**src/rtl/rx_fifo.sv**
```systemverilog
// rx_fifo: single-clock receive FIFO between the I2C slave core and the host
// register interface. Reads are first-word-fall-through: read_data always shows
// the head entry. Status flags decode from a registered occupancy counter, so
// they have no combinational path from any input.
// Optional feature macro: RX_FIFO_OVERRUN_DETECT_EN adds a sticky `overrun`
// output that records writes dropped because the FIFO was full.
module rx_fifo #(
  parameter int unsigned DEPTH    = 8,
  parameter int unsigned AF_LEVEL = DEPTH - 1
) (
  input  logic                     clk,
  input  logic                     n_rst,
  input  logic                     write_enable,
  input  logic [7:0]               write_data,
  input  logic                     read_enable,
  input  logic                     clear,
  output logic [7:0]               read_data,
  output logic                     fifo_empty,
  output logic                     fifo_full,
  output logic                     fifo_almost_full,
  output logic [$clog2(DEPTH):0]   count
`ifdef RX_FIFO_OVERRUN_DETECT_EN
  ,
  output logic                     overrun
`endif
);

  localparam int unsigned PW = $clog2(DEPTH);
  localparam int unsigned CW = PW + 1;

  logic [7:0]    mem_q [DEPTH];
  logic [7:0]    mem_d [DEPTH];
  logic [PW-1:0] wr_ptr_q, wr_ptr_d;
  logic [PW-1:0] rd_ptr_q, rd_ptr_d;
  logic [CW-1:0] count_q, count_d;

  logic          full_w;
  logic          empty_w;
  logic          wr_acc;
  logic          rd_acc;

  // Status decode from the registered count only.
  always_comb begin
    empty_w = (count_q == '0);
    full_w  = (count_q == CW'(DEPTH));
  end

  assign fifo_empty       = empty_w;
  assign fifo_full        = full_w;
  assign fifo_almost_full = (count_q >= CW'(AF_LEVEL));
  assign count            = count_q;
  assign read_data        = mem_q[rd_ptr_q];

  // Accept logic. A write while full is still accepted when a pop frees the
  // head slot in the same cycle; a read needs a non-empty FIFO, so an
  // empty-FIFO read+write resolves to the write only.
  always_comb begin
    rd_acc = read_enable && !empty_w;
    wr_acc = write_enable && (!full_w || rd_acc);
  end

  // Next-state for storage, pointers and occupancy; clear overrides traffic.
  always_comb begin
    mem_d    = mem_q;
    wr_ptr_d = wr_ptr_q;
    rd_ptr_d = rd_ptr_q;
    count_d  = count_q;
    if (clear) begin
      wr_ptr_d = '0;
      rd_ptr_d = '0;
      count_d  = '0;
    end else begin
      if (wr_acc) begin
        mem_d[wr_ptr_q] = write_data;
        wr_ptr_d        = wr_ptr_q + PW'(1);
      end
      if (rd_acc) begin
        rd_ptr_d = rd_ptr_q + PW'(1);
      end
      case ({wr_acc, rd_acc})
        2'b10:   count_d = count_q + CW'(1);
        2'b01:   count_d = count_q - CW'(1);
        default: count_d = count_q;
      endcase
    end
  end

  // State registers; reset also zeroes memory so read_data is defined.
  always_ff @(posedge clk or negedge n_rst) begin
    if (!n_rst) begin
      mem_q    <= '{default: '0};
      wr_ptr_q <= '0;
      rd_ptr_q <= '0;
      count_q  <= '0;
    end else begin
      mem_q    <= mem_d;
      wr_ptr_q <= wr_ptr_d;
      rd_ptr_q <= rd_ptr_d;
      count_q  <= count_d;
    end
  end

`ifdef RX_FIFO_OVERRUN_DETECT_EN
  logic overrun_q, overrun_d;

  // Sticky overrun: set by a write that finds the FIFO full with no pop to
  // make room; only clear or reset drop it, and clear wins a same-cycle set.
  always_comb begin
    overrun_d = overrun_q;
    if (clear) begin
      overrun_d = 1'b0;
    end else if (write_enable && full_w && !rd_acc) begin
      overrun_d = 1'b1;
    end
  end

  // Overrun flag register.
  always_ff @(posedge clk or negedge n_rst) begin
    if (!n_rst) begin
      overrun_q <= 1'b0;
    end else begin
      overrun_q <= overrun_d;
    end
  end

  assign overrun = overrun_q;
`endif

endmodule

```
**config.mk**
```make
export PLATFORM = sky130hd
export DESIGN_NAME = rx_fifo
export DESIGN_NICKNAME = d
export VERILOG_FILES = /design/src/rtl/rx_fifo.sv
export SDC_FILE = /design/constraint.sdc
export NUM_CORES = 1
export LEC_CHECK = 0
export ABC_AREA = 1
export CORE_UTILIZATION = 33
export DETAILED_ROUTE_END_ITERATION = 10
export REMOVE_ABC_BUFFERS = 1
export SLEW_MARGIN = 20
export SYNTH_ARGS = -nofsm -noshare
export SYNTH_HDL_FRONTEND = slang
export SYNTH_SLANG_ARGS = --single-unit
```
**constraint.sdc**
```tcl
create_clock -name clk -period 2.55 [get_ports clk]
set_input_delay 0.51 -clock clk [delete_from_list [all_inputs] [get_ports clk]]
set_output_delay 0.51 -clock clk [all_outputs]
set_load 0.02 [all_outputs]
```
==> flow_summary_export.csv <==
group,metric,value,unit
cts,h-tree-depth,3,
routing,wire_per_inst,13.45,um
logic_synthesis,synth_area_leader_cell,"dfrtp_1",
sta,min_period,2301,ps
layout,utilization,40.23,%
cts,holdBufCountCts,0,
power,ir_worst_vdd,0.0003412,V
cts,cts_tree,"built",
logic_synthesis,synth-warning-count,0,
global_routing,grt_pass1_wl,14770,um
sta,fin_tns_setup,0,ps
min_path,hold_class,"input pin to asynchronous set/reset pin",
logic_synthesis,syn_inst,477,
logic_synthesis,syn_avg_cell_area,8.103,um^2
place,gp_congestion,0.7823,
layout,final_common_cell,"nand2_1",
cts,clock-sinks,74,
cts,numCtsBuffers,9,
worst_setup_path,path_class,"register to output port",
flow_run,cap_violations,0,
routing,drt_iter0_markers,186,
sta,skew,6.183,ps
sta,hold_viol_final,0,
worst_setup_path,worst_setup_path_end_kind,"output port",
logic_synthesis,yosys-top-cells-area,"dfrtp_1 48%, nand2_1 24%, mux2i_1 4.1%",
global_routing,grt_max_degree,75,
place,place_inst,636,
worst_setup_path,rr_endpoint,"count[3]",
floorplan,die_area,12150,um^2
sta,timing.final.ws_setup,248.7,ps
worst_setup_path,arrival,1790,ps
global_routing,antenna_found_initial,0,
floorplan,fp.dieW,110.2,um
sta,report.final.slew_viol_count,0,
layout,area_growth,18.84,%
outcome,status,"finished, final reports clean",
worst_setup_path,regToRegSetupSlack,620,ps
worst_setup_path,reg2regPathDepth,12,
power,power,4153,uW
layout,n_antenna_cell,0,
layout,mostFrequentLayoutCells,"250 x nand2_1, 73 x dfrtp_1, 22 x nor2_1",
logic_synthesis,ys_seq_area_share,47.91,%
floorplan,start_util,33.85,%
logic_synthesis,synth-seq-cells,74,
cts,post-cts-setup-buffers,0,
sta,fmax,434.5,MHz
worst_setup_path,cp-endpoint,"fifo_full",
cts,insertion_delay,340,ps
global_routing,grt.busiest_layer,"met2",
sta,rsz0062_at_grt,"false",
global_routing,met3_usage,3.057,%
routing,route.detailed.drc,0,
floorplan,num_io_pins,28,
routing,viasPerCell,4.735,
worst_setup_path,startpoint,"count[3]",
cts,clk_pin_slew,60,ps
layout,layout-drive-gt1-share,9.627,%
power,p_per_area,904.1,nW/um^2
sta,post-route-period-util,90.25,%
cts,ctsRootBufferMaster,"clkbuf_16",
logic_synthesis,synthDistinctLibCells,28,
worst_setup_path,crit_fanout,6,
floorplan,coreArea,11420,um^2
layout,fin_cells,652,
place,hpwl,6251,um
sta,worst_pin_slew,445.5,ps
worst_setup_path,critPathRequiredTime,2040,ps
global_routing,grt_overflow,0,
global_routing,grt_pass1_vias,2974,
place,place_ws,258.1,ps
floorplan,die_height,110.2,um
worst_setup_path,rr_startpoint,"count[0]",
routing,vias,3087,
cts,cts_buffer_depth,2,
logic_synthesis,synth_top_area_share,47.91,%
global_routing,grtUsageMet1,21.88,%
sta,setup_violations,0,
routing,first_pass_iters,4,
floorplan,row_count,39,
routing,drt_wl_total,8772,um
global_routing,grt_use_met2,25.09,%
global_routing,grtUsageTotal,15.99,%
power,p_leak,0.002486,uW
worst_setup_path,cp-start-kind,"register",
logic_synthesis,syn_area,3865,um^2
sta,relSlewSlack,70.20,%
routing,ant_nets,0,
place,portBuffers,27,
layout,fin_nets,522,
-- flip-flops by register name, indices dropped and copies added (netlist names) --
register	flops
wr_ptr_q	3
count	4
mem_q	64
rd_ptr_q	3
-- where the power goes --
part	switching [uW]	leakage [uW]	internal [uW]	total, uW
registers	186	0.000967	1430	1620
logic	785	0.00140	554	1340
clock network	511	0.000123	683	1190
-- worst max-delay path, stage by stage (launching register included) --
cell and delay (ps):
dfrtp_1 470, inv_1 110, nor4_1 240, clkdlybuf4s50_1 650
-- repair_timing --
action                                  CTS  global route
gates resized for setup                   8             5
gates cloned                              0             0
endpoints found under the setup margin    7             5
-- synth_stat cells (all sizes together) --
| cell type | count |
|---|---|
| a21o | 1 |
| a21oi | 5 |
| buf | 13 |
| bufinv | 1 |
| clkbuf | 6 |
| clkinv | 2 |
| dfrtp | 74 |
| fa | 1 |
| ha | 4 |
| inv | 15 |
| mux2i | 16 |
| nand2 | 251 |
| nand3 | 14 |
| nand4 | 2 |
| nor2 | 32 |
| nor4 | 1 |
| o21a | 1 |
| o21ai | 21 |
| o22ai | 16 |
| xnor2 | 1 |
-- final cells by class --
class | instances | area (um^2)
multi-input combinational | 366 | 1826
timing repair buffer | 35 | 357.8
clock buffer | 10 | 239.0
inverter | 18 | 96.34
clock inverter | 6 | 42.54
fill | 1167 | 6825
tap | 143 | 178.9
sequential | 74 | 1853
-- how the worst min path moves through the flow --
stage / from / end / slack, ps / depth (start not counted)
finish: n_rst / mem_q[55] / 190 / 2
CTS: n_rst / mem_q[34] / 210 / 2
global placement: mem_q[40] / mem_q[40] / 460 / 2
global route: n_rst / mem_q[50] / 230 / 2
detailed placement: mem_q[47] / mem_q[47] / 460 / 2
floorplan: n_rst / count[0] / 210 / 0
-- layer usage --
metal  share of wire [%]  wire [um]
met1                  47       4088
met2                  49       4261
met3                 3.6        318
met5                   0          0
met4                 1.2        104
-- logic make-up after synthesis --
logic type | Yosys count | share of synthesized area [%]
buffers and inverters | 37 | 4.856
flip-flops | 74 | 47.91
adder cells (fa/ha/maj) | 5 | 1.813
XOR/XNOR | 1 | 0.2267
multiplexers | 16 | 4.144
AND/OR/NAND/NOR | 300 | 34.67
AO/OA/AOI/OAI | 44 | 6.378
-- stage by stage --
step | hold WS (ps) | cell area [um^2]
after global routing | 234.8 | 4593
after CTS | 212.6 | 4581
after detailed placement | 460.4 | 4288
final | 189.2 | 4593
after global placement | 456.6 | 4288
after floorplan | 214.4 | 3771
(Power assumes the default switching activity.)
